===== src/rtl/video_frame_probe.sv =====
// video_frame_probe: measures each video frame (width, height, lit pixels,
// luma sum, line-width consistency) and publishes one result per frame
// through a valid/ready register interface.
module video_frame_probe #(
  parameter int unsigned       COLSPC = 10,
  parameter int unsigned       CNTW   = 12,
  parameter int unsigned       LITW   = 24,
  parameter int unsigned       SUMW   = 32,
  parameter logic [COLSPC-1:0] THRESH = COLSPC'(128)
) (
  input  logic              video_clk_pix,
  input  logic              rst,
  input  logic              video_enable,
  input  logic              frame_start,
  input  logic              line_start,
  input  logic [COLSPC-1:0] red,
  input  logic [COLSPC-1:0] green,
  input  logic [COLSPC-1:0] blue,
  output logic              res_valid,
  input  logic              res_ready,
  output logic [CNTW-1:0]   res_width,
  output logic [CNTW-1:0]   res_height,
  output logic [LITW-1:0]   res_lit,
  output logic [SUMW-1:0]   res_luma,
  output logic              res_mismatch,
  output logic [7:0]        res_dropped
);

  localparam int unsigned LUMAW = COLSPC + 2;
  localparam int unsigned SUMW1 = SUMW + 1;

  localparam logic [0:0] S_IDLE    = 1'b0;
  localparam logic [0:0] S_MEASURE = 1'b1;

  logic [0:0]      r_state,   w_state_nxt;
  logic [CNTW-1:0] r_lpx,     w_lpx_nxt;
  logic [CNTW-1:0] r_width,   w_width_nxt;
  logic [CNTW-1:0] r_height,  w_height_nxt;
  logic            r_have_w,  w_have_w_nxt;
  logic            r_mismatch, w_mismatch_nxt;
  logic [LITW-1:0] r_lit,     w_lit_nxt;
  logic [SUMW-1:0] r_luma,    w_luma_nxt;
  logic            w_publish;

  // Per-pixel luma and lit decision
  logic [LUMAW-1:0]  w_luma_full;
  logic [COLSPC-1:0] w_luma;
  logic              w_lit;
  assign w_luma_full = LUMAW'(red) + (LUMAW'(green) << 1) + LUMAW'(blue);
  assign w_luma      = COLSPC'(w_luma_full >> 2);
  assign w_lit       = (red >= THRESH) || (green >= THRESH) || (blue >= THRESH);

  // Saturating increments / accumulation
  logic [CNTW-1:0]  w_lpx_inc, w_height_inc;
  logic [LITW-1:0]  w_lit_inc;
  logic [SUMW1-1:0] w_luma_sum;
  logic [SUMW-1:0]  w_luma_add;
  assign w_lpx_inc    = (&r_lpx)    ? r_lpx    : r_lpx + CNTW'(1);
  assign w_height_inc = (&r_height) ? r_height : r_height + CNTW'(1);
  assign w_lit_inc    = (&r_lit)    ? r_lit    : r_lit + LITW'(1);
  assign w_luma_sum   = {1'b0, r_luma} + SUMW1'(w_luma);
  assign w_luma_add   = w_luma_sum[SUMW] ? {SUMW{1'b1}} : w_luma_sum[SUMW-1:0];

  // Line close: statistics including the line that ends this cycle
  logic            w_close;
  logic [CNTW-1:0] w_cl_height, w_cl_width;
  logic            w_cl_have_w, w_cl_mismatch;
  assign w_close       = (frame_start || line_start) && (r_lpx != '0);
  assign w_cl_height   = w_close ? w_height_inc : r_height;
  assign w_cl_width    = (w_close && !r_have_w) ? r_lpx : r_width;
  assign w_cl_have_w   = r_have_w || w_close;
  assign w_cl_mismatch = r_mismatch || (w_close && r_have_w && (r_lpx != r_width));

  // Accumulator seeds when the sampled pixel opens a new line/frame
  logic [CNTW-1:0] w_new_lpx;
  logic [LITW-1:0] w_new_lit;
  logic [SUMW-1:0] w_new_luma;
  assign w_new_lpx  = video_enable ? CNTW'(1) : '0;
  assign w_new_lit  = (video_enable && w_lit) ? LITW'(1) : '0;
  assign w_new_luma = video_enable ? SUMW'(w_luma) : '0;

  // State register and accumulators
  always_ff @(posedge video_clk_pix or posedge rst) begin
    if (rst) begin
      r_state    <= S_IDLE;
      r_lpx      <= '0;
      r_width    <= '0;
      r_height   <= '0;
      r_have_w   <= 1'b0;
      r_mismatch <= 1'b0;
      r_lit      <= '0;
      r_luma     <= '0;
    end else begin
      r_state    <= w_state_nxt;
      r_lpx      <= w_lpx_nxt;
      r_width    <= w_width_nxt;
      r_height   <= w_height_nxt;
      r_have_w   <= w_have_w_nxt;
      r_mismatch <= w_mismatch_nxt;
      r_lit      <= w_lit_nxt;
      r_luma     <= w_luma_nxt;
    end
  end

  // Next-state and accumulator update
  always_comb begin
    w_state_nxt    = r_state;
    w_lpx_nxt      = r_lpx;
    w_width_nxt    = r_width;
    w_height_nxt   = r_height;
    w_have_w_nxt   = r_have_w;
    w_mismatch_nxt = r_mismatch;
    w_lit_nxt      = r_lit;
    w_luma_nxt     = r_luma;
    w_publish      = 1'b0;
    case (r_state)
      S_IDLE: begin
        if (frame_start) begin
          w_state_nxt    = S_MEASURE;
          w_lpx_nxt      = w_new_lpx;
          w_width_nxt    = '0;
          w_height_nxt   = '0;
          w_have_w_nxt   = 1'b0;
          w_mismatch_nxt = 1'b0;
          w_lit_nxt      = w_new_lit;
          w_luma_nxt     = w_new_luma;
        end
      end
      S_MEASURE: begin
        if (frame_start) begin
          w_publish      = 1'b1;
          w_lpx_nxt      = w_new_lpx;
          w_width_nxt    = '0;
          w_height_nxt   = '0;
          w_have_w_nxt   = 1'b0;
          w_mismatch_nxt = 1'b0;
          w_lit_nxt      = w_new_lit;
          w_luma_nxt     = w_new_luma;
        end else begin
          w_height_nxt   = w_cl_height;
          w_width_nxt    = w_cl_width;
          w_have_w_nxt   = w_cl_have_w;
          w_mismatch_nxt = w_cl_mismatch;
          if (line_start) begin
            w_lpx_nxt = w_new_lpx;
          end else if (video_enable) begin
            w_lpx_nxt = w_lpx_inc;
          end
          if (video_enable) begin
            w_luma_nxt = w_luma_add;
            if (w_lit) begin
              w_lit_nxt = w_lit_inc;
            end
          end
        end
      end
      default: w_state_nxt = S_IDLE;
    endcase
  end

  // Result registers with valid/ready handshake and drop counter
  always_ff @(posedge video_clk_pix or posedge rst) begin
    if (rst) begin
      res_valid    <= 1'b0;
      res_width    <= '0;
      res_height   <= '0;
      res_lit      <= '0;
      res_luma     <= '0;
      res_mismatch <= 1'b0;
      res_dropped  <= '0;
    end else if (w_publish) begin
      res_valid    <= 1'b1;
      res_width    <= w_cl_width;
      res_height   <= w_cl_height;
      res_lit      <= r_lit;
      res_luma     <= r_luma;
      res_mismatch <= w_cl_mismatch;
      if (res_valid && !res_ready && !(&res_dropped)) begin
        res_dropped <= res_dropped + 8'd1;
      end
    end else if (res_valid && res_ready) begin
      res_valid <= 1'b0;
    end
  end

endmodule


===== config.mk =====
export PLATFORM = sky130hd
export DESIGN_NAME = video_frame_probe
export DESIGN_NICKNAME = d
export VERILOG_FILES = /design/src/rtl/video_frame_probe.sv
export SDC_FILE = /design/constraint.sdc
export NUM_CORES = 1
export LEC_CHECK = 0
export BUFFER_PORTS_ARGS = -buffer_cell sky130_fd_sc_hd__buf_4
export CORE_AREA = 2 2 126 128
export CTS_BUF_LIST = sky130_fd_sc_hd__clkbuf_8
export DETAILED_ROUTE_END_ITERATION = 6
export DIE_AREA = 0 0 128 130
export MAX_ROUTING_LAYER = met4
export PLACE_DENSITY_LB_ADDON = 0.25
export SYNTH_ARGS = -nofsm -noshare
export SYNTH_HDL_FRONTEND = slang
export SYNTH_SLANG_ARGS = --single-unit

===== constraint.sdc =====
create_clock -name video_clk_pix -period 19 [get_ports video_clk_pix]
set_clock_uncertainty 0.1 [all_clocks]
set_input_delay 3.8 -clock video_clk_pix [delete_from_list [all_inputs] [get_ports video_clk_pix]]
set_output_delay 3.8 -clock video_clk_pix [all_outputs]
set_load 0.02 [all_outputs]

==> summary.md, run 1 <==
| Metric | Value |
|---|---|
| Cell family with most CP delay | `compound AO/OA/AOI/OAI gates` |
| Syn Area/Cell | `9.08 sq um` |
| Routed Antenna Nets | `0` |
| Slowest Stage Delay on Critical Path | `0.62 ns` |
| CP endpoint kind | `register` |
| N_diodes | `0` |
| # nets final | `1238` |
| Final setup viols | `0` |
| Final Total Pwr | `1.04 mW` |
| Routability congestion estimate | `just under 0.9` |
| RSZ-0062 raised after global routing | `no` |
| # hold bufs at CTS | `0` |
| Netlist cell types | `69` |
| Die height | `130 um` |
| Slew Viols, Final | `0` |
| Total setup buffers inserted after CTS | `0` |
| Critical path depth | `16` |
| Syn Nets | `1148` |
| Synth warn | `0` |
| CTS H-tree lvls | `4` |
| CORE AREA | `15400 sq um` |
| Non-Filler Instances | `1371` |
| Setup TNS | `0 ns` |
| Drt first pass iters | `5` |
| TritonCTS Buffers | `17` |
| Leakage power | `5.37 nW` |
| Post-Syn Area | `9780 sq um` |
| Total routed wirelength | `21500 um` |
| Ys flop type | `dfrtp_1` |
| Max-cap violations | `0` |
| Highest metal used | `met4` |
| All-Layer GR Usage | `0.273` |
| Layout Area Growth over Synthesis | `14.1%` |
| Initial antenna violation count | `0` |
| CTS max path bufs | `2` |
| Normalized max-slew margin | `0.297` |
| Crit path DAT | `8.00 ns` |
| Metal-1 WL | `9790 um` |
| Hold Path Depth | `2` |
| CTS tree | `built` |
| IO Port Bufs | `125` |
| Placed instance area | `10800 sq um` |
| Core Rows | `46` |
| Largest net degree at the start of global routing | `107` |
| Detail Route met2 WL | `10400 um` |
| 1st-iter DRT viols | `740` |
| Vias in the first global route | `around 7500` |
| Critical Path Most Common Cell | `ha_1` |
| Initial core utilization | `0.634` |
| Startpoint Class | `input pin` |
| CP cell instances | `buf_4 -> fa_1 -> ha_1 -> o21ai_0 -> a22oi_1 -> a41oi_1 -> nand2b_1 -> xnor2_1 -> inv_1 -> ha_1 -> a21o_1 -> a31o_2 -> a221oi_4 -> o21ai_2 -> o221a_1 -> a31o_1` |
| Fill count | `1192` |
| Routed vias | `8015` |
| Met3 Wirelength | `919 um` |
| Final Cycle Share | `0.408` |
| Root buf cell | `clkbuf_8` |
| Share of cells above drive strength 1 | `0.153` |
| WP buf/inv | `2` |
| Die ar. | `16600 sq um` |
| Die width | `approximately 130 um` |
| Endpoints failing hold | `0` |
| Status | `finished, final reports clean` |
| Cells after DPL | `roughly 1300` |
| I/O pin count | `126` |
| Reg clk slew, reported paths | `0.08 ns` |
| Max VDD drop | `around 0.000051 V` |
| Final Util | `0.723` |
| Clock Latency Late Sink | `0.46 ns` |
| Sequential fraction of the synthesis area | `0.474` |
| CP max-delay cell | `a221oi_4` |
| Req. time, crit path | `19.25 ns` |
| Fin area | `11200 sq um` |
| Post-synthesis register bit count | `about 190` |
| Routed WL per cell | `between 15 and 20 um` |
| Critical path peak fanout | `14` |
| Grt ovf | `0` |
| CTS Sinks | `185` |
| Residual DRC count | `0` |
| Cells after Synth | `1077` |
| Worst Tran Pin Value | `between 1 and 1.5 ns` |
| First-pass GRT wire length | `35500 um` |
| Tmin final | `7.75 ns` |
| Post_cts resized | `0` |
| Pwr Density | `93.4 nW/um^2` |
| Via density | `5.85` |
| Critical path class | `in -> reg` |
| Worst reg2reg path depth | `6` |
| Worst hold path type | `reg -> reg` |
| Async S/R FF share, synth | `1.00` |
| Post-DP HPWL | `approximately 14000 um` |
| EDFF count, synth | `0` |
| Max Fclk | `129 MHz` |
## final timing paths
path	startpoint	end	slack, ns
worst max-delay path	red[3]	r_luma[8]	11.25
worst min-delay path	res_lit[13]	res_lit[13]	0.38
worst max register to register	r_state	r_lit[17]	15.13
worst min register to register	res_lit[13]	res_lit[13]	0.38
max in group asynchronous	rst	res_lit[11]	13.80
min in group asynchronous	rst	res_luma[9]	3.44
## cell type report
type / count / area [sq um] / share of cell area
clock buffer: 20 / 275 / 0.0247
clock inverter: 11 / 131 / 0.0118
inverter: 20 / 80.1 / 0.00718
multi-input combinational: 815 / 4840 / 0.434
sequential: 185 / 4630 / 0.415
tap: 192 / 240 / 0.0215
timing repair buffer: 128 / 961 / 0.0861
## Yosys cell counts (all sizes together), types with 9 or more instances
master / count / area, sq um
nand2: 256 / 963
dfrtp: 185 / 4630
nor2: 83 / 317
o21ai: 59 / 299
a21oi: 47 / 235
clkbuf: 44 / 165
nand3: 44 / 220
xor2: 38 / 333
xnor2: 35 / 307
nor3: 29 / 166
ha: 24 / 300
mux2i: 22 / 220
nand4: 21 / 138
inv: 20 / 75.1
nor4: 20 / 159
and3: 19 / 119
a31oi: 14 / 87.6
buf: 13 / 73.8
fa: 11 / 220
a21o: 9 / 67.6
## logic make-up after synthesis
group                      after synthesis  synth area share
adders and majority gates               35            0.0532
AOI/OAI and AO/OA                      168             0.107
xor gates and xnor gates                73            0.0654
buffers and inverters                   77            0.0321
DFF                                    185             0.474
muxes                                   23            0.0237
and+or+nand+nor                        516             0.245
## per-layer routing
| layer | global-route usage | vias to the layer above |
|---|---|---|
| met5 | - | - |
| met4 | 0.0840 | 0 |
| met3 | 0.0467 | 33 |
| met2 | 0.436 | 220 |
| met1 | 0.362 | 3885 |
| li1 | - | 3877 |
## registers in the layout, indices dropped and copies added, names as in the netlist, 8 cells and up
signal,count
r_width,12
r_lpx,12
res_width,12
res_dropped,8
res_lit,24
res_height,12
res_luma,32
r_height,12
r_luma,32
r_lit,24
## power breakdown
| part | leakage (nW) | internal (mW) | switching (mW) |
|---|---|---|---|
| registers | 2.52 | 0.424 | 0.0310 |
| clock network | 0.220 | 0.138 | 0.132 |
| logic | 2.62 | 0.127 | 0.189 |
| total | 5.37 | 0.689 | 0.353 |
## stage by stage
stage,setup slack [ns],hold WS (ns)
2_1_floorplan,10.07,0.357
3_3_place_gp,10.88,0.359
3_5_place_dp,10.81,0.364
4_1_cts,11.27,0.386
5_1_grt,10.99,0.403
6_report,11.25,0.381
## cells in the final DEF (no fill, tap or decap), types with 24 or more instances in the layout
cell,count
nand3_1,44
o21ai_0,52
xor2_1,38
a21oi_1,47
nor3_1,26
buf_4,128
nor2_1,81
nand2_1,254
xnor2_1,35
ha_1,24
dfrtp_1,185
## worst reg2reg max path: cells and delay by family (launching register included)
family,cells,cell delay [ns]
AO/OA/AOI/OAI,2,1.28
AND/OR/NAND/NOR,3,1.17
flip-flops,1,0.96
XOR/XNOR,1,0.20
Power figures use the tool's default switching activity.
==> run 2, diff against run 1 <==
- CORE_AREA: 2 2 126 128 -> 2 2 131 133
- DIE_AREA: 0 0 128 130 -> 0 0 133 135
- clock period: 19 -> 7.2 ns (I/O delays scaled with it)
==> run 2 against run 1 <==
Effect of this change: die area up 7.9%; clock power rose to 2.5 times the previous value; wire length grew 1.8%; sequential power grew to 2.6 times the previous value; largest power group unchanged.
==> summary.md, run 2 (synthesized netlist as in run 1, its figures left out) <==
| Metric | Value |
|---|---|
| Endpoints failing hold | `0 (unchanged)` |
| CTS H-tree lvls | `4 (unchanged)` |
| Total setup buffers inserted after CTS | `0 (unchanged)` |
| TritonCTS Buffers | `17 (unchanged)` |
| Routed Antenna Nets | `0 (unchanged)` |
| Register area | `4630 sq um (unchanged)` |
| WHS | `0.381 ns (about the same)` |
| Critical path class | `in -> reg (unchanged)` |
| Clock Latency Late Sink | `0.47 ns (was 0.46 ns)` |
| Worst setup path start | `red[3] (unchanged)` |
| Normalized max-slew margin | `0.269 (was 0.297)` |
| Worst reg2reg path depth | `6 (unchanged)` |
| Total routed wirelength | `21900 um (was 21500 um)` |
| Final Cycle Share | `0.744` |
| All-Layer GR Usage | `0.263 (was 0.273)` |
| Layout Area Growth over Synthesis | `14.3% (was 14.1%)` |
| Initial antenna violation count | `0 (unchanged)` |
| Worst hold endpoint | `res_lit[16] (was res_lit[13])` |
| Residual DRC count | `0 (unchanged)` |
| Status | `finished, final reports clean (unchanged)` |
| Dpl ws | `1.36 ns (was 10.81 ns)` |
| CP endpoint kind | `register (unchanged)` |
| Final Util | `0.681 (was 0.723)` |
| Die ar. | `18000 sq um (was 16600 sq um)` |
| Min-Delay Startpoint | `res_lit[16] (was res_lit[13])` |
| Max Fclk | `187 MHz` |
| Via density | `5.70 (was 5.85)` |
| Post-DP HPWL | `15100 um (was 14400 um)` |
| CTS Sinks | `185 (unchanged)` |
| Hold Path Depth | `2 (unchanged)` |
| WP buf/inv | `2 (unchanged)` |
| IO Port Bufs | `125 (unchanged)` |
| Slew Viols, Final | `0 (unchanged)` |
| Largest net degree at the start of global routing | `95 (was 107)` |
| Post_cts resized | `0 (unchanged)` |
| RR Startpoint | `r_state (unchanged)` |
| Pwr Density | `243 nW/um^2 (was 93.4 nW/um^2)` |
| Critical Path Most Common Cell | `ha_1 (unchanged)` |
| Most frequent cells in the layout | `nand2_1 (254), dfrtp_1 (185), buf_4 (129), nor2_1 (81), o21ai_0 (52) (was nand2_1 (254), dfrtp_1 (185), buf_4 (128), nor2_1 (81), o21ai_0 (52))` |
| Initial core utilization | `0.596 (was 0.634)` |
| Final setup viols | `0 (unchanged)` |
| First-pass GRT wire length | `37400 um (was 35500 um)` |
| Max-cap violations | `0 (unchanged)` |
| Drt first pass iters | `4 (was 5)` |
| 1st-iter DRT viols | `674 (was 740)` |
| Share of cells above drive strength 1 | `0.155 (was 0.153)` |
| Critical path peak fanout | `14 (unchanged)` |
| Top Registers | `r_luma (32), res_luma (32) (unchanged)` |
| Vias in the first global route | `7735 (was 7480)` |
| N_diodes | `0 (unchanged)` |
| Slowest Stage Delay on Critical Path | `0.61 ns (was 0.62 ns)` |
| Die width | `133 um (was 128 um)` |
| CP max-delay cell | `a221oi_4 (unchanged)` |
| Final WS setup | `1.85 ns (was 11.25 ns)` |
| Most common cell after layout, fill and taps aside | `nand2_1 (unchanged)` |
| Routed vias | `7980 (was 8015)` |
| Root buf cell | `clkbuf_8 (unchanged)` |
| Reg2reg end | `r_lit[23] (was r_lit[17])` |
| Routed WL per cell | `15.6 um (was 15.7 um)` |
| Fill count | `1326 (was 1192)` |
| Worst hold path type | `reg -> reg (unchanged)` |
| # nets final | `1239 (was 1238)` |
| Multi-input logic area | `4840 sq um (unchanged)` |
| CORE AREA | `16400 sq um (was 15400 sq um)` |
| Leakage power | `5.35 nW (was 5.37 nW)` |
| Tmin final | `5.35 ns` |
| CTS max path bufs | `2 (unchanged)` |
| Routability congestion estimate | `0.871 (was 0.874)` |
| Startpoint Class | `input pin (unchanged)` |
| Cells after DPL | `1369 (was 1340)` |
| Core Rows | `47 (was 46)` |
| CTS tree | `built (unchanged)` |
| Req. time, crit path | `7.47 ns (was 19.25 ns)` |
| Non-Filler Instances | `1400 (was 1371)` |
| Cell family with most CP delay | `compound AO/OA/AOI/OAI gates (unchanged)` |
| R2r setup slk | `3.34 ns (was 15.13 ns)` |
| CP cell instances | `buf_4 -> fa_1 -> ha_1 -> o21ai_0 -> a22oi_1 -> a41oi_1 -> nand2b_1 -> xnor2_1 -> inv_1 -> ha_1 -> a21o_1 -> a31o_2 -> a221oi_4 -> o21ai_2 -> o221a_1 -> a31o_1 (unchanged)` |
| RSZ-0062 raised after global routing | `no (unchanged)` |
| Max VDD drop | `0.000116 V (was 0.0000513 V)` |
| I/O pin count | `126 (unchanged)` |
| Grt ovf | `0 (unchanged)` |
| Reg clk slew, reported paths | `0.09 ns (was 0.08 ns)` |
| Die height | `135 um (was 130 um)` |
| # hold bufs at CTS | `0 (unchanged)` |
| Worst Tran Pin Value | `1.10 ns (was 1.05 ns)` |
| Crit path DAT | `5.62 ns (was 8.00 ns)` |
| Setup TNS | `0 ns (unchanged)` |
[run 2: cell types whose count changed in the layout (fill, tap and decap cells not counted), sizes merged]
cell	previous run	this run
clkinvlp	1	2
bufinv	3	2
inv	24	22
clkinv	3	7
clkbuf	20	18
buf	128	129
[run 2: routing by layer]
layer | share of wire | global-route usage | routed length, um | up-vias
met1 | 0.46 | 0.351 | 9960 | 3819
met3 | 0.049 | 0.0409 | 1080 | 35
met5 | 0 | - | 0 | -
met4 | 0.018 | 0.0830 | 388 | 0
li1 | - | - | - | 3880
met2 | 0.48 | 0.419 | 10400 | 246
[run 2: worst max path at each step]
| stage | slack (ns) | depth (start not counted) | to |
|---|---|---|---|
| after global placement | 1.44 | 16 | r_luma[8] |
| after floorplan | 0.63 | 1 | r_have_w |
| after CTS | 1.88 | 16 | r_luma[8] |
| after detailed placement | 1.36 | 16 | r_luma[8] |
| after global routing | 1.60 | 16 | r_luma[13] |
| final | 1.85 | 16 | r_luma[8] |
[run 2: area by class of cell]
class	instances	area share
well taps	220	0.0246
inverters	20	0.00717
multi-input cells	815	0.433
clock inverters	13	0.0119
clock buffers	18	0.0222
flip-flops and latches	185	0.414
repair buffers	129	0.0867
[run 2: worst register-to-register path: stages (launching register included)]
cell,delay (ns)
dfrtp_1,0.99
nand2_1,0.66
a31oi_1,0.74
o211ai_1,0.55
nor4_1,0.43
xnor2_1,0.18
nor2_1,0.06
[run 2: per-stage QoR]
step / instance area (sq um) / power [mW]
floorplan: 9780 / 1.83
global placement: 10800 / 2.02
detailed placement: 10800 / 2.05
CTS: 11200 / 2.72
global route: 11200 / 2.87
finish: 11200 / 2.71
[run 2: report_power, final]
group	internal, mW	total [mW]	switching [mW]
Clock	0.313	0.678	0.365
Combinational	0.335	0.837	0.502
Sequential	1.12	1.20	0.0807
Total	1.77	2.71	0.948
